`src/rtl/ex_stage_mc_if.sv`:
```
// ex_stage_mc_if: handshake and payload bundle between the ID/EX and EX/MEM
// boundaries of the multi-cycle execute stage. The slave modport is the stage
// itself. The master modport is whatever drives ID/EX and consumes EX/MEM.
interface ex_stage_mc_if #(
    parameter int XLEN   = 32,
    parameter int CTRL_W = 8
);
    localparam int SH_W = $clog2(XLEN);

    // ID/EX side
    logic              i_valid;
    logic              o_ready;
    logic [4:0]        i_op;
    logic              i_alusrc;
    logic              i_regdst;
    logic [XLEN-1:0]   i_pc_next;
    logic [XLEN-1:0]   i_rs_data;
    logic [XLEN-1:0]   i_rt_data;
    logic [XLEN-1:0]   i_imm;
    logic [SH_W-1:0]   i_shamt;
    logic [4:0]        i_rt_addr;
    logic [4:0]        i_rd_addr;
    logic [CTRL_W-1:0] i_ctrl;

    // EX/MEM side
    logic              o_valid;
    logic              i_ready;
    logic [XLEN-1:0]   o_alu_out;
    logic [XLEN-1:0]   o_pc_branch;
    logic              o_zero;
    logic              o_overflow;
    logic              o_illegal;
    logic [4:0]        o_reg_addr_w;
    logic [XLEN-1:0]   o_rt_data;
    logic [CTRL_W-1:0] o_ctrl;

    modport master (
        output i_valid, i_op, i_alusrc, i_regdst, i_pc_next, i_rs_data,
               i_rt_data, i_imm, i_shamt, i_rt_addr, i_rd_addr, i_ctrl, i_ready,
        input  o_ready, o_valid, o_alu_out, o_pc_branch, o_zero, o_overflow,
               o_illegal, o_reg_addr_w, o_rt_data, o_ctrl
    );

    modport slave (
        input  i_valid, i_op, i_alusrc, i_regdst, i_pc_next, i_rs_data,
               i_rt_data, i_imm, i_shamt, i_rt_addr, i_rd_addr, i_ctrl, i_ready,
        output o_ready, o_valid, o_alu_out, o_pc_branch, o_zero, o_overflow,
               o_illegal, o_reg_addr_w, o_rt_data, o_ctrl
    );
endinterface

```
`src/rtl/ex_stage_mc.sv`:
```
// ex_stage_mc: parametrised MIPS execute stage with valid/ready on both sides,
// a registered EX/MEM payload and an optional iterative multiply/divide unit.
// Optional feature macro: EX_MULDIV_EN. When it is defined, HI/LO, MULT/MULTU/
// DIV/DIVU, MFHI/MFLO and the BUSY/FIX sequencing are built. When it is not
// defined, ops 12-17 are reported as illegal single-cycle ops.
module ex_stage_mc #(
    parameter int XLEN   = 32,
    parameter int CTRL_W = 8,
    parameter int SH_W   = $clog2(XLEN)
) (
    input  logic         clk,
    input  logic         rst,
    ex_stage_mc_if.slave bus
);
    localparam logic [4:0] OP_ADD   = 5'd0;
    localparam logic [4:0] OP_SUB   = 5'd1;
    localparam logic [4:0] OP_AND   = 5'd2;
    localparam logic [4:0] OP_OR    = 5'd3;
    localparam logic [4:0] OP_XOR   = 5'd4;
    localparam logic [4:0] OP_NOR   = 5'd5;
    localparam logic [4:0] OP_SLT   = 5'd6;
    localparam logic [4:0] OP_SLTU  = 5'd7;
    localparam logic [4:0] OP_SLL   = 5'd8;
    localparam logic [4:0] OP_SRL   = 5'd9;
    localparam logic [4:0] OP_SRA   = 5'd10;
    localparam logic [4:0] OP_LUI   = 5'd11;
`ifdef EX_MULDIV_EN
    localparam logic [4:0] OP_MFHI  = 5'd12;
    localparam logic [4:0] OP_MFLO  = 5'd13;
    localparam logic [4:0] OP_MULT  = 5'd14;
    localparam logic [4:0] OP_MULTU = 5'd15;
    localparam logic [4:0] OP_DIV   = 5'd16;
    localparam logic [4:0] OP_DIVU  = 5'd17;
`endif

    // Signed overflow of a+b: operands agree in sign and the sum does not.
    function automatic logic add_ovf(input logic [XLEN-1:0] a, input logic [XLEN-1:0] b,
                                     input logic [XLEN-1:0] s);
        return (a[XLEN-1] == b[XLEN-1]) && (s[XLEN-1] != a[XLEN-1]);
    endfunction

    // Signed overflow of a-b: operands differ in sign and the result takes b's sign.
    function automatic logic sub_ovf(input logic [XLEN-1:0] a, input logic [XLEN-1:0] b,
                                     input logic [XLEN-1:0] d);
        return (a[XLEN-1] != b[XLEN-1]) && (d[XLEN-1] != a[XLEN-1]);
    endfunction

    // Two's-complement negate when n is set.
    function automatic logic [XLEN-1:0] cond_neg(input logic [XLEN-1:0] x, input logic n);
        return n ? ({XLEN{1'b0}} - x) : x;
    endfunction

    logic              accept;
    logic              load_sc;
    logic              is_md_p0;
    logic              ovf_p0;
    logic              ill_p0;
    logic [XLEN-1:0]   op_b_p0;
    logic [XLEN-1:0]   sum_p0;
    logic [XLEN-1:0]   diff_p0;
    logic [XLEN-1:0]   res_p0;
    logic [XLEN-1:0]   pc_branch_p0;
    logic [4:0]        waddr_p0;
    logic [SH_W-1:0]   shamt_p0;

`ifdef EX_MULDIV_EN
    typedef enum logic [1:0] {S_IDLE, S_BUSY, S_FIX} state_t;
    state_t            state;
    state_t            state_nxt;
    logic              md_start;
    logic              md_step;
    logic              md_fix;
    logic [XLEN-1:0]   hi_q;
    logic [XLEN-1:0]   lo_q;
    logic [2*XLEN-1:0] acc_q;
    logic [2*XLEN-1:0] acc_nxt;
    logic [2*XLEN-1:0] prod_p1;
    logic [XLEN-1:0]   dvs_q;
    logic [XLEN-1:0]   dvd_q;
    logic              md_div_q;
    logic              md_negq_q;
    logic              md_negr_q;
    logic [SH_W-1:0]   cnt_q;
    logic [XLEN-1:0]   md_pc_q;
    logic [XLEN-1:0]   md_rt_q;
    logic [4:0]        md_waddr_q;
    logic [CTRL_W-1:0] md_ctrl_q;
    logic              md_signed;
    logic              sgn_a;
    logic              sgn_b;
    logic [XLEN:0]     mul_sum;
    logic [XLEN:0]     rem_sh;
    logic [XLEN:0]     trial;
    logic [XLEN-1:0]   fix_hi;
    logic [XLEN-1:0]   fix_lo;
`endif

    // ---- stage p0: operand select and single-cycle ALU ----
    assign shamt_p0     = bus.i_shamt;
    assign waddr_p0     = bus.i_regdst ? bus.i_rd_addr : bus.i_rt_addr;
    assign pc_branch_p0 = bus.i_pc_next + (bus.i_imm << 2);
    assign accept       = bus.i_valid && bus.o_ready;
    assign load_sc      = accept && !is_md_p0;

    // Decode the op and compute the single-cycle result, overflow and illegal flag.
    always_comb begin
        op_b_p0  = bus.i_alusrc ? bus.i_imm : bus.i_rt_data;
        sum_p0   = bus.i_rs_data + op_b_p0;
        diff_p0  = bus.i_rs_data - op_b_p0;
        res_p0   = '0;
        ovf_p0   = 1'b0;
        ill_p0   = 1'b0;
        is_md_p0 = 1'b0;
        case (bus.i_op)
            OP_ADD:  begin
                res_p0 = sum_p0;
                ovf_p0 = add_ovf(bus.i_rs_data, op_b_p0, sum_p0);
            end
            OP_SUB:  begin
                res_p0 = diff_p0;
                ovf_p0 = sub_ovf(bus.i_rs_data, op_b_p0, diff_p0);
            end
            OP_AND:  res_p0 = bus.i_rs_data & op_b_p0;
            OP_OR:   res_p0 = bus.i_rs_data | op_b_p0;
            OP_XOR:  res_p0 = bus.i_rs_data ^ op_b_p0;
            OP_NOR:  res_p0 = ~(bus.i_rs_data | op_b_p0);
            OP_SLT:  res_p0 = XLEN'($signed(bus.i_rs_data) < $signed(op_b_p0));
            OP_SLTU: res_p0 = XLEN'(bus.i_rs_data < op_b_p0);
            OP_SLL:  res_p0 = op_b_p0 << shamt_p0;
            OP_SRL:  res_p0 = op_b_p0 >> shamt_p0;
            OP_SRA:  res_p0 = $signed(op_b_p0) >>> shamt_p0;
            OP_LUI:  res_p0 = op_b_p0 << (XLEN / 2);
`ifdef EX_MULDIV_EN
            OP_MFHI: res_p0 = hi_q;
            OP_MFLO: res_p0 = lo_q;
            OP_MULT, OP_MULTU, OP_DIV, OP_DIVU: is_md_p0 = 1'b1;
`endif
            default: ill_p0 = 1'b1;
        endcase
    end

`ifdef EX_MULDIV_EN
    // ---- stage p1: iterative multiply/divide ----
    assign md_signed = (bus.i_op == OP_MULT) || (bus.i_op == OP_DIV);
    assign sgn_a     = md_signed && bus.i_rs_data[XLEN-1];
    assign sgn_b     = md_signed && op_b_p0[XLEN-1];

    // Sequencer state register.
    always_ff @(posedge clk or posedge rst) begin
        if (rst) state <= S_IDLE;
        else     state <= state_nxt;
    end

    // Sequencer next state: XLEN BUSY cycles, then one FIX cycle.
    always_comb begin
        state_nxt = state;
        case (state)
            S_IDLE:  if (md_start) state_nxt = S_BUSY;
            S_BUSY:  if (cnt_q == SH_W'(XLEN - 1)) state_nxt = S_FIX;
            S_FIX:   state_nxt = S_IDLE;
            default: state_nxt = S_IDLE;
        endcase
    end

    // Sequencer outputs: upstream ready and the per-state datapath strobes.
    always_comb begin
        bus.o_ready = 1'b0;
        md_start    = 1'b0;
        md_step     = 1'b0;
        md_fix      = 1'b0;
        case (state)
            S_IDLE: begin
                bus.o_ready = !bus.o_valid || bus.i_ready;
                md_start    = bus.i_valid && bus.o_ready && is_md_p0;
            end
            S_BUSY:  md_step = 1'b1;
            S_FIX:   md_fix  = 1'b1;
            default: bus.o_ready = 1'b0;
        endcase
    end

    // One iteration: shift-add for multiply, restoring subtract for divide.
    // acc_q holds {upper, lower}: {partial product, multiplier} or {remainder, quotient}.
    always_comb begin
        mul_sum = {1'b0, acc_q[2*XLEN-1:XLEN]} + (acc_q[0] ? {1'b0, dvs_q} : {(XLEN+1){1'b0}});
        rem_sh  = {acc_q[2*XLEN-1:XLEN], acc_q[XLEN-1]};
        trial   = rem_sh - {1'b0, dvs_q};
        if (md_div_q)
            acc_nxt = trial[XLEN] ? {rem_sh[XLEN-1:0], acc_q[XLEN-2:0], 1'b0}
                                  : {trial[XLEN-1:0], acc_q[XLEN-2:0], 1'b1};
        else
            acc_nxt = {mul_sum, acc_q[XLEN-1:1]};
    end

    // Sign correction and the divide-by-zero result for the FIX cycle.
    always_comb begin
        prod_p1 = md_negq_q ? ({(2*XLEN){1'b0}} - acc_q) : acc_q;
        if (!md_div_q) begin
            fix_hi = prod_p1[2*XLEN-1:XLEN];
            fix_lo = prod_p1[XLEN-1:0];
        end else if (dvs_q == '0) begin
            fix_hi = dvd_q;
            fix_lo = '1;
        end else begin
            fix_hi = cond_neg(acc_q[2*XLEN-1:XLEN], md_negr_q);
            fix_lo = cond_neg(acc_q[XLEN-1:0], md_negq_q);
        end
    end

    // Operand latch on start, iteration register, counter, and HI/LO commit on FIX.
    always_ff @(posedge clk or posedge rst) begin
        if (rst) begin
            acc_q      <= '0;
            dvs_q      <= '0;
            dvd_q      <= '0;
            md_div_q   <= 1'b0;
            md_negq_q  <= 1'b0;
            md_negr_q  <= 1'b0;
            cnt_q      <= '0;
            md_pc_q    <= '0;
            md_rt_q    <= '0;
            md_waddr_q <= '0;
            md_ctrl_q  <= '0;
            hi_q       <= '0;
            lo_q       <= '0;
        end else begin
            if (md_start) begin
                acc_q      <= {{XLEN{1'b0}}, cond_neg(bus.i_rs_data, sgn_a)};
                dvs_q      <= cond_neg(op_b_p0, sgn_b);
                dvd_q      <= bus.i_rs_data;
                md_div_q   <= (bus.i_op == OP_DIV) || (bus.i_op == OP_DIVU);
                md_negq_q  <= sgn_a ^ sgn_b;
                md_negr_q  <= sgn_a;
                cnt_q      <= '0;
                md_pc_q    <= pc_branch_p0;
                md_rt_q    <= bus.i_rt_data;
                md_waddr_q <= waddr_p0;
                md_ctrl_q  <= bus.i_ctrl;
            end else if (md_step) begin
                acc_q <= acc_nxt;
                cnt_q <= cnt_q + 1'b1;
            end
            if (md_fix) begin
                hi_q <= fix_hi;
                lo_q <= fix_lo;
            end
        end
    end
`else
    assign bus.o_ready = !bus.o_valid || bus.i_ready;
`endif

    // ---- stage p1: EX/MEM output register ----
    // Load on a single-cycle accept or a FIX cycle, drop valid when drained, else hold.
    always_ff @(posedge clk or posedge rst) begin
        if (rst) begin
            bus.o_valid      <= 1'b0;
            bus.o_alu_out    <= '0;
            bus.o_pc_branch  <= '0;
            bus.o_zero       <= 1'b0;
            bus.o_overflow   <= 1'b0;
            bus.o_illegal    <= 1'b0;
            bus.o_reg_addr_w <= '0;
            bus.o_rt_data    <= '0;
            bus.o_ctrl       <= '0;
        end else if (load_sc) begin
            bus.o_valid      <= 1'b1;
            bus.o_alu_out    <= res_p0;
            bus.o_pc_branch  <= pc_branch_p0;
            bus.o_zero       <= (res_p0 == '0);
            bus.o_overflow   <= ovf_p0;
            bus.o_illegal    <= ill_p0;
            bus.o_reg_addr_w <= waddr_p0;
            bus.o_rt_data    <= bus.i_rt_data;
            bus.o_ctrl       <= bus.i_ctrl;
`ifdef EX_MULDIV_EN
        end else if (md_fix) begin
            bus.o_valid      <= 1'b1;
            bus.o_alu_out    <= fix_lo;
            bus.o_pc_branch  <= md_pc_q;
            bus.o_zero       <= (fix_lo == '0);
            bus.o_overflow   <= 1'b0;
            bus.o_illegal    <= 1'b0;
            bus.o_reg_addr_w <= md_waddr_q;
            bus.o_rt_data    <= md_rt_q;
            bus.o_ctrl       <= md_ctrl_q;
`endif
        end else if (bus.o_valid && bus.i_ready) begin
            bus.o_valid <= 1'b0;
        end
    end
endmodule

```
`src/flat_wrapper.sv`:
```
// flat-port wrapper written by rule: the top's interface ports become plain ports
module ex_stage_mc_flat 
#(
    parameter int XLEN   = 32,
    parameter int CTRL_W = 8,
    parameter int SH_W   = $clog2(XLEN)
)
  (clk, rst, bus_i_valid, bus_i_op, bus_i_alusrc, bus_i_regdst, bus_i_pc_next, bus_i_rs_data, bus_i_rt_data, bus_i_imm, bus_i_shamt, bus_i_rt_addr, bus_i_rd_addr, bus_i_ctrl, bus_i_ready, bus_o_ready, bus_o_valid, bus_o_alu_out, bus_o_pc_branch, bus_o_zero, bus_o_overflow, bus_o_illegal, bus_o_reg_addr_w, bus_o_rt_data, bus_o_ctrl);
  ex_stage_mc_if #(.XLEN(XLEN), .CTRL_W(CTRL_W)) bus_i ();
  input  logic clk;
  input  logic rst;
  input wire logic [$bits(bus_i.i_valid)-1:0] bus_i_valid;
  input wire logic [$bits(bus_i.i_op)-1:0] bus_i_op;
  input wire logic [$bits(bus_i.i_alusrc)-1:0] bus_i_alusrc;
  input wire logic [$bits(bus_i.i_regdst)-1:0] bus_i_regdst;
  input wire logic [$bits(bus_i.i_pc_next)-1:0] bus_i_pc_next;
  input wire logic [$bits(bus_i.i_rs_data)-1:0] bus_i_rs_data;
  input wire logic [$bits(bus_i.i_rt_data)-1:0] bus_i_rt_data;
  input wire logic [$bits(bus_i.i_imm)-1:0] bus_i_imm;
  input wire logic [$bits(bus_i.i_shamt)-1:0] bus_i_shamt;
  input wire logic [$bits(bus_i.i_rt_addr)-1:0] bus_i_rt_addr;
  input wire logic [$bits(bus_i.i_rd_addr)-1:0] bus_i_rd_addr;
  input wire logic [$bits(bus_i.i_ctrl)-1:0] bus_i_ctrl;
  input wire logic [$bits(bus_i.i_ready)-1:0] bus_i_ready;
  output wire logic [$bits(bus_i.o_ready)-1:0] bus_o_ready;
  output wire logic [$bits(bus_i.o_valid)-1:0] bus_o_valid;
  output wire logic [$bits(bus_i.o_alu_out)-1:0] bus_o_alu_out;
  output wire logic [$bits(bus_i.o_pc_branch)-1:0] bus_o_pc_branch;
  output wire logic [$bits(bus_i.o_zero)-1:0] bus_o_zero;
  output wire logic [$bits(bus_i.o_overflow)-1:0] bus_o_overflow;
  output wire logic [$bits(bus_i.o_illegal)-1:0] bus_o_illegal;
  output wire logic [$bits(bus_i.o_reg_addr_w)-1:0] bus_o_reg_addr_w;
  output wire logic [$bits(bus_i.o_rt_data)-1:0] bus_o_rt_data;
  output wire logic [$bits(bus_i.o_ctrl)-1:0] bus_o_ctrl;
  assign bus_i.i_valid = bus_i_valid;
  assign bus_i.i_op = bus_i_op;
  assign bus_i.i_alusrc = bus_i_alusrc;
  assign bus_i.i_regdst = bus_i_regdst;
  assign bus_i.i_pc_next = bus_i_pc_next;
  assign bus_i.i_rs_data = bus_i_rs_data;
  assign bus_i.i_rt_data = bus_i_rt_data;
  assign bus_i.i_imm = bus_i_imm;
  assign bus_i.i_shamt = bus_i_shamt;
  assign bus_i.i_rt_addr = bus_i_rt_addr;
  assign bus_i.i_rd_addr = bus_i_rd_addr;
  assign bus_i.i_ctrl = bus_i_ctrl;
  assign bus_i.i_ready = bus_i_ready;
  assign bus_o_ready = bus_i.o_ready;
  assign bus_o_valid = bus_i.o_valid;
  assign bus_o_alu_out = bus_i.o_alu_out;
  assign bus_o_pc_branch = bus_i.o_pc_branch;
  assign bus_o_zero = bus_i.o_zero;
  assign bus_o_overflow = bus_i.o_overflow;
  assign bus_o_illegal = bus_i.o_illegal;
  assign bus_o_reg_addr_w = bus_i.o_reg_addr_w;
  assign bus_o_rt_data = bus_i.o_rt_data;
  assign bus_o_ctrl = bus_i.o_ctrl;
  ex_stage_mc #(.XLEN(XLEN), .CTRL_W(CTRL_W), .SH_W(SH_W)) u_core (.clk(clk), .rst(rst), .bus(bus_i));
endmodule
```
`config.mk`:
```
export PLATFORM = sky130hd
export DESIGN_NAME = ex_stage_mc_flat
export DESIGN_NICKNAME = d
export VERILOG_FILES = /design/src/rtl/ex_stage_mc_if.sv /design/src/rtl/ex_stage_mc.sv /design/src/flat_wrapper.sv
export SDC_FILE = /design/constraint.sdc
export NUM_CORES = 1
export LEC_CHECK = 0
export CORE_UTILIZATION = 55
export CTS_CLUSTER_DIAMETER = 120
export DETAILED_ROUTE_END_ITERATION = 7
export PLACE_DENSITY_LB_ADDON = 0.12
export SETUP_SLACK_MARGIN = 0.1
export SLEW_MARGIN = 20
export SYNTH_ARGS = -nofsm -noshare
export SYNTH_HDL_FRONTEND = slang
export SYNTH_SLANG_ARGS = --single-unit
export TNS_END_PERCENT = 100
```
`constraint.sdc`:
```
create_clock -name clk -period 4.14 [get_ports clk]
set_input_delay 0.828 -clock clk [delete_from_list [all_inputs] [get_ports clk]]
set_output_delay 0.828 -clock clk [all_outputs]
set_load 0.01 [all_outputs]
```
==> out/qor.txt, run 1 <==
Number of sinks handled by clock tree synthesis - 113
Top flip-flop cell by instance count after synthesis - sky130_fd_sc_hd__dfrtp_1
Via count of the first global-routing pass - 28900
Number of buffers added on ports - 275
Clock root cell - sky130_fd_sc_hd__clkbuf_16
Global-route usage over all layers - 76.3%
Row cnt - 64
Stage where the run ended - global routing
Maximum clock path buffer count - 2
Place WS - -1.21 ns
Maximum number of pins on one net before global-route repair - 92
Inserted Clock Buffers - 17
Routability cong. - 1.32
Net count after synthesis - 2525
Post-CTS Hold Fix Bufs - 0
Wire length of the first global-routing pass - 185 mm
H-tree lvl count - 4
First Err - [ERROR GRT-0116] Global routing finished with congestion. Check the congestion regions in the DRC Viewer.
Post-place instance area - 25600 µm²
Total congestion overflow after global routing - 260
Initial core utilization - 56.2%
Post-Syn Area per Cell - 7.74 µm²
Synth warnings - 0
Count of flip-flops with a built-in enable after synthesis - 0
Area of the mapped netlist - 17300 µm²
Ys async rst share - 100%
Fraction of the yosys area taken by sequential cells - 16.4%
Outcome - aborted with a tool error
Count of distinct cell types in the synthesized netlist - 91
Width of the die - 179 µm
I/O pin total - 276
Hpwl dp - 72.2 mm
Vertical extent of the die - 179 µm
Number of instances in the synthesized netlist - 2232
Register bit count reported by yosys - 113
==> metrics by stage <==
step           util (%)  std cells  hold WS [ns]  TNS [ns]
4_1_cts            87.2       3537         0.481    -0.340
3_5_place_dp       83.2       3483         0.463    -14.69
3_3_place_gp       83.2       3483         0.456    -11.30
2_1_floorplan         -       2232         0.507     -2.12
==> logic make-up after synthesis <==
kind of cell             Yosys count  synth area share (%)
multiplexers                     205                  18.3
XOR/XNOR                          40                  2.03
flip-flops                       113                  16.4
AND/OR/NAND/NOR                  793                  20.8
adder cells (fa/ha/maj)          131                  9.62
AO/OA/AOI/OAI                    679                  26.4
buffers and inverters            271                  6.49
==> cells in the mapped netlist (48+ instances only) <==
master,n,area (µm²)
sky130_fd_sc_hd__mux2i_1,76,761
sky130_fd_sc_hd__nor3_1,64,320
sky130_fd_sc_hd__nor2_1,147,552
sky130_fd_sc_hd__nand2_1,372,1400
sky130_fd_sc_hd__mux4_2,80,1800
sky130_fd_sc_hd__dfrtp_1,113,2830
sky130_fd_sc_hd__inv_1,107,402
sky130_fd_sc_hd__ha_1,128,1600
sky130_fd_sc_hd__clkbuf_1,101,379
sky130_fd_sc_hd__nand3_1,48,240
sky130_fd_sc_hd__o21ai_0,160,801
sky130_fd_sc_hd__a21oi_1,150,751
==> layer usage <==
metal | track usage (%) | GRT overflow
met5 | 28.4 | 0
met4 | 76.2 | 106
met3 | 62.2 | 23
met2 | 92.0 | 123
met1 | 76.3 | 8
==> what timing repair did <==
action | 4_1_cts
gates resized for setup | 137
buffers inserted | 23
endpoints found under the hold margin | 0
pin swaps | 42
gates cloned | 0
setup endpoints to repair | 24
==> run 2: changes to the inputs <==
- CORE_UTILIZATION: 55 -> 40
- CTS_CLUSTER_DIAMETER: 120 -> default
- PLACE_DENSITY_LB_ADDON: 0.12 -> 0.15
- SETUP_SLACK_MARGIN: 0.1 -> default
==> out/qor.txt, run 2 <==
WL/cell - 26.8 µm
Via count of the first global-routing pass - 23600
Number of sinks handled by clock tree synthesis - 113 (unchanged)
Net count after synthesis - 2525 (unchanged)
Final hold vios - 0
Placeable Area - 42200 µm²
Failing checks - setup timing
Startpoint type of the worst setup path - input port
Total congestion overflow after global routing - 0
Register bit count reported by yosys - 113 (unchanged)
Post-route worst hold slack - 0.476 ns
GR peak layer - met2
Number of nets in the finished design - 3500
Leakage power figure - 13.0 nW
Vertical extent of the die - 210 µm (+17%)
Area enclosed by the die boundary - 44000 µm²
Clock latency of the later-clocked register in the worst-skew pair - 0.48 ns
Antenna violations before repair - 4
Most common cell on crit path - sky130_fd_sc_hd__buf_4
Stage delay of the slowest cell on the critical path - 0.53 ns
Count of distinct cell types in the synthesized netlist - 91 (unchanged)
Global-route usage over all layers - 45.0%
Number of buffers added on ports - 275 (unchanged)
Top flip-flop cell by instance count after synthesis - sky130_fd_sc_hd__dfrtp_1
Most area-consuming cells after synthesis - sky130_fd_sc_hd__dfrtp_1 16%, sky130_fd_sc_hd__mux4_2 10%, sky130_fd_sc_hd__ha_1 9.3%, sky130_fd_sc_hd__nand2_1 8.1%, sky130_fd_sc_hd__o21ai_0 4.6%
Maximum number of pins on one net before global-route repair - 103
GRT met1 Usage - 54.3%
Final standard cell count with taps included and fillers excluded - 3760
Row cnt - 75 (+17%)
Period Utilization, post-route - 110%
Most frequent cell after synthesis - sky130_fd_sc_hd__nand2_1
Commonest cells in the netlist - 372 x sky130_fd_sc_hd__nand2_1, 160 x sky130_fd_sc_hd__o21ai_0, 150 x sky130_fd_sc_hd__a21oi_1
Routability cong. - 1.14 (-14%)
Final setup viols - 3
Area taken by flip-flops and latches - 2830 µm²
Synth warnings - 0 (unchanged)
Post-CTS Hold Fix Bufs - 0 (unchanged)
Inserted Clock Buffers - 17 (unchanged)
Fill cells - 3525
Met2 global-route usage - 72.5%
Unrepaired setup endpoints after global routing - yes
DRT iter0 DRCs - 2795
Synth-to-layout area growth - 63.5%
Crit-path max FO - 7
Final setup margin - -0.397 ns
Share of Yosys cell area claimed by the top area cell type - 16.4% (unchanged)
Biggest regs - u_core.bus.o_alu_out: 32 flops, u_core.bus.o_pc_branch: 32 flops, u_core.bus.o_rt_data: 32 flops
Worst-case clock skew - 0.0126 ns
Hpwl dp - 82.3 mm (+14%)
Area of the multi-input gates - 14300 µm²
Post-CTS clock slew at the launch and capture registers of the worst setup and hold paths - 0.06 ns
Proportion of layout cells with a drive suffix above 1 - 35.8%
Maximum clock path buffer count - 2 (unchanged)
Most frequent standard cell in the layout excluding fill and tap cells - sky130_fd_sc_hd__buf_4
Via count of the routed design - 23500
Area of the mapped netlist - 17300 µm² (unchanged)
First-pass DRT Iterations - 8
Number of vias per cell - 6.26
Clock root cell - sky130_fd_sc_hd__clkbuf_16
Ys async rst share - 100% (unchanged)
Power per cell area - 255 nW/µm²
Wire length of the first global-routing pass - 147 mm
Max-cap violation count - 0
Total placed cells including tap cells - 3698 (+6.2%)
Post-layout instance area - 28200 µm²
Worst path slowest cell - sky130_fd_sc_hd__mux4_2
Post-Syn Area per Cell - 7.74 µm² (unchanged)
Initial core utilization - 40.9% (-15 points)
Global routing usage on met3 - 8.47%
Worst vdd ir - 0.249 mV
Number of instances in the synthesized netlist - 2232 (unchanged)
Relative slew slack - 33.4%
Antenna-violating nets left - 0
I/O pin total - 276 (unchanged)
Width of the die - 210 µm (+17%)
Place WS - -1.37 ns (-0.159 ns)
Number of remaining DRC errors - 0
Minimum clock period after layout - 4.54 ns
Fraction of the core area covered by cells at the end of the flow - 66.9%
Max Freq - 220 MHz
Outcome - complete, but fails checks
Leading cell types in the layout, fill and taps excluded - 806 x sky130_fd_sc_hd__buf_4, 371 x sky130_fd_sc_hd__nand2_1, 231 x sky130_fd_sc_hd__clkdlybuf4s50_1, 141 x sky130_fd_sc_hd__nor2_1, 141 x sky130_fd_sc_hd__o21ai_0
Chain of cells forming the critical path - clkdlybuf4s50_1 > buf_4 > mux4_2 > a22oi_2 > o21ai_2 > a22oi_1 > buf_4 > o311ai_0 > a21oi_1 > buf_4 > nand4_1 > a211oi_2 > and3b_1 > nand4_1 > or4_4 > o21ai_2
Number of pins exceeding their max-slew limit in the final report - 0
Worst min-delay path category - flip-flop to flip-flop
Worst Setup End Kind - flip-flop
Fraction of the yosys area taken by sequential cells - 16.4% (unchanged)
Data required time of the worst path - 4.54 ns
H-tree lvl count - 4 (unchanged)
Worst Max-Slew Pin Slew - 0.999 ns
Clock tree from TritonCTS - yes
Data arrival time of the worst path - 4.93 ns
Critical path start-end classification - input port to flip-flop
Leading area contributor after synthesis - sky130_fd_sc_hd__dfrtp_1
Final wirelength - 101 mm
Count of flip-flops with a built-in enable after synthesis - 0 (unchanged)
Post-place instance area - 26300 µm² (+3.0%)
## run 2: kinds of logic after synthesis
kind of cell    count (synthesis)  synth area share, %
mux                           205                 18.3
simple gates                  793                 20.8
fa+ha+maj                     131                 9.62
buf+inv                       271                 6.49
xor+xnor                       40                 2.03
compound gates                679                 26.4
flops                         113                 16.4
## run 2: final cells by class
type                    instances  share of cell area (%)
multi-input cells            1848                    50.5
flip-flops and latches        113                    10.0
clock buffers                  22                    1.72
clock inverters                10                   0.607
well taps                     539                    2.39
inverters                     112                    1.50
diodes                          1                 0.00886
repair buffers               1115                    33.3
## run 2: layer usage
layer / wire length [µm] / vias up
li1: - / 10300
met1: 37800 / 11200
met3: 9290 / 382
met5: 0 / -
met2: 45600 / 1591
met4: 8220 / 0
## run 2: power by group
group | total (mW) | internal (mW) | switching, mW
combinational | 4.12 | 2.01 | 2.11
clock | 1.68 | 1.08 | 0.599
sequential | 1.40 | 1.29 | 0.110
## run 2: worst max-delay path: cells and delay by family
family / cells / cell delay (ns)
simple gates: 4 / 1.10
mux: 1 / 0.53
compound gates: 7 / 1.50
buf+inv: 4 / 0.98
## run 2: timing repair
action,in CTS,in global routing
gates cloned,1,2
endpoints found under the hold margin,0,0
gates resized for setup,145,102
buffers inserted,22,7
endpoints found under the setup margin,18,15
pin swaps,38,49
## run 2: per-stage QoR
step                      TNS, ns  power [mW]
after floorplan             -2.12        3.05
after global placement     -14.36        5.11
after detailed placement   -16.68        5.17
after CTS                  -0.405        6.99
after global routing       -0.884        7.46
final                      -0.472        7.19
## run 2: final timing paths
check	from	to	slack, ns	depth (start not counted)
worst max-delay path	bus_i_imm[9]	u_core.bus.o_zero	-0.40	16
worst min-delay path	u_core.bus.o_alu_out[24]	u_core.bus.o_alu_out[24]	0.48	2
worst max register to register	u_core.bus.o_valid	u_core.bus.o_zero	1.57	9
worst min register to register	u_core.bus.o_alu_out[24]	u_core.bus.o_alu_out[24]	0.48	2
max in group asynchronous	rst	u_core.bus.o_alu_out[18]	2.59	3
min in group asynchronous	rst	u_core.bus.o_rt_data[22]	0.75	2
Note: power is estimated with default switching activity, not from simulation.
==> run 3: changes to the inputs <==
- MAX_ROUTING_LAYER: default -> met4
==> out/qor.txt, run 3 (same netlist as run 2, synthesis figures left out) <==
Outcome - complete, but fails checks
Failing checks - setup timing
Vertical extent of the die - 210 µm (unchanged)
WL/cell - 26.9 µm (+0.31%)
Number of pins exceeding their max-slew limit in the final report - 0 (unchanged)
Worst min-delay path category - flip-flop to flip-flop
Final standard cell count with taps included and fillers excluded - 3797 (+0.98%)
Hpwl dp - 83.6 mm (+1.5%)
Number of buffers added on ports - 275 (unchanged)
Initial core utilization - 40.9% (unchanged)
Startpoint type of the worst setup path - input port
Clock root cell - sky130_fd_sc_hd__clkbuf_16
Proportion of layout cells with a drive suffix above 1 - 37.9% (+2.1 points)
I/O pin total - 276 (unchanged)
Crit-path max FO - 5 (-2)
Antenna-violating nets left - 0 (unchanged)
Final setup margin - -0.336 ns (+0.0612 ns)
Final hold vios - 0 (unchanged)
Antenna violations before repair - 0 (-4)
First-pass DRT Iterations - 6 (-2)
Worst-case clock skew - 0.0121 ns (-0.000460 ns)
Clock tree from TritonCTS - yes
Worst vdd ir - 0.284 mV (+14%)
Global-route usage over all layers - 47.0% (+2.0 points)
Start point of the worst hold path - u_core.bus.o_rt_data[5]
Post-place instance area - 26500 µm² (+0.55%)
Max-cap violation count - 0 (unchanged)
Leakage power figure - 13.2 nW (+0.93%)
H-tree lvl count - 4 (unchanged)
Max Freq - 223 MHz (+1.4%)
Wire length of the first global-routing pass - 149 mm (+1.3%)
Worst Max-Slew Pin Slew - 0.997 ns (-0.00166 ns)
Final wirelength - 102 mm (+1.3%)
Worst path slowest cell - sky130_fd_sc_hd__or4_4
Worst Setup End Kind - flip-flop
Kind of cell adding the most delay to the critical path - compound AO/OA/AOI/OAI gates
Number of buffers and inverters on the critical path - 1 (-3)
Number of remaining DRC errors - 0 (unchanged)
Chain of cells forming the critical path - buf_16 > mux2_4 > ha_4 > fa_2 > o21bai_4 > nand3_2 > o211ai_1 > a21o_1 > o21a_2 > o21ai_2 > a221o_1 > a2111o_1 > a2111oi_2 > nand4_1 > or4_4 > o21ai_2
Maximum number of pins on one net before global-route repair - 107 (+3.9%)
Routability cong. - 1.13 (-0.36%)
Final setup viols - 3 (unchanged)
Total placed cells including tap cells - 3719 (+0.57%)
Minimum clock period after layout - 4.48 ns (-0.0612 ns)
Number of sinks handled by clock tree synthesis - 113 (unchanged)
Worst reg2reg path startpoint - u_core.bus.o_valid
Most common cell on crit path - sky130_fd_sc_hd__o21ai_2
Unrepaired setup endpoints after global routing - yes
Number of vias per cell - 6.27 (+0.19%)
Relative slew slack - 33.0% (-0.40 points)
Maximum clock path buffer count - 2 (unchanged)
Leading cell types in the layout, fill and taps excluded - 846 x sky130_fd_sc_hd__buf_4, 369 x sky130_fd_sc_hd__nand2_1, 229 x sky130_fd_sc_hd__clkdlybuf4s50_1, 140 x sky130_fd_sc_hd__nor2_1
Row cnt - 75 (unchanged)
Total congestion overflow after global routing - 0 (unchanged)
Clock latency of the later-clocked register in the worst-skew pair - 0.46 ns (-0.02 ns)
Placeable Area - 42200 µm² (unchanged)
Stage delay of the slowest cell on the critical path - 0.62 ns (+0.09 ns)
Biggest regs - u_core.bus.o_alu_out: 32 flops, u_core.bus.o_pc_branch: 32 flops, u_core.bus.o_rt_data: 32 flops
Period Utilization, post-route - 108% (-1.5 points)
Area enclosed by the die boundary - 44000 µm² (unchanged)
Most frequent standard cell in the layout excluding fill and tap cells - sky130_fd_sc_hd__buf_4
Fraction of the core area covered by cells at the end of the flow - 67.7% (+0.81 points)
Inserted Clock Buffers - 17 (unchanged)
Via count of the routed design - 23800 (+1.2%)
Width of the die - 210 µm (unchanged)
Place WS - -1.40 ns (-0.0287 ns)
Number of nets in the finished design - 3537 (+1.1%)
Total design power - 7.13 mW (-0.85%)
Power per cell area - 249 nW/µm² (-2.0%)
Post-CTS clock slew at the launch and capture registers of the worst setup and hold paths - 0.06 ns (about the same)
Post-layout instance area - 28600 µm² (+1.2%)
Synth-to-layout area growth - 65.5%
Via count of the first global-routing pass - 23800 (+1.1%)
Crit path from - bus_i_alusrc
Critical path start-end classification - input port to flip-flop
Data required time of the worst path - 4.53 ns (about the same)
DRT iter0 DRCs - 2662 (-4.8%)
Data arrival time of the worst path - 4.86 ns (-0.07 ns)
-- run 3: worst paths after layout --
check,end,slack [ns],cells past startpoint
worst max register to register,u_core.bus.o_zero,1.47,9
min in group asynchronous,u_core.bus.o_pc_branch[18],0.86,2
worst min register to register,u_core.bus.o_rt_data[5],0.47,2
max in group asynchronous,u_core.bus.o_alu_out[15],2.48,3
worst max-delay path,u_core.bus.o_zero,-0.34,16
worst min-delay path,u_core.bus.o_rt_data[5],0.47,2
-- run 3: where the power goes --
group          internal (mW)  switching (mW)  total [mW]
combinational           2.08            2.16        4.24
sequential              1.29           0.109        1.40
clock                  0.892           0.604        1.50
-- run 3: layer usage --
layer	global-route usage, %	part of all wire [%]	up-vias
li1	-	-	10400
met3	8.32	8.8	435
met5	-	0	-
met4	34.5	8.9	0
met1	53.9	37	11500
met2	73.9	45	1515
-- run 3: area by class of cell --
cell class	count	area [µm²]
clock inverter	14	156
tap	539	674
sequential	113	2830
timing repair buffer	1152	9620
clock buffer	18	429
fill	3433	13700
antenna	1	2.50
multi-input combinational	1848	14400
inverter	112	437
-- run 3: worst reg2reg max path, stage by stage (launching register included) --
cell and delay (ns):
sky130_fd_sc_hd__dfrtp_1 0.38, sky130_fd_sc_hd__nand2b_1 0.22, sky130_fd_sc_hd__nand2_4 0.14, sky130_fd_sc_hd__a221oi_1 0.23, sky130_fd_sc_hd__nand4_1 0.20, sky130_fd_sc_hd__a211oi_2 0.27, sky130_fd_sc_hd__and3b_1 0.20, sky130_fd_sc_hd__nand4_1 0.22
sky130_fd_sc_hd__or4_4 0.62, sky130_fd_sc_hd__o21ai_2 0.12
-- run 3: through the flow --
stage	hold WS (ns)	TNS (ns)
after CTS	0.477	-0.311
after detailed placement	0.463	-17.70
after global placement	0.456	-16.41
after global routing	0.491	-0.602
after floorplan	0.507	-2.12
final	0.474	-0.363
-- run 3: what timing repair did --
item                                    4_1_cts  5_1_grt
gates resized for setup                     166      146
gates cloned                                  1        0
hold buffers                                  0        0
pin swaps                                    42       78
setup buffers                                31       18
endpoints found under the setup margin       18       13
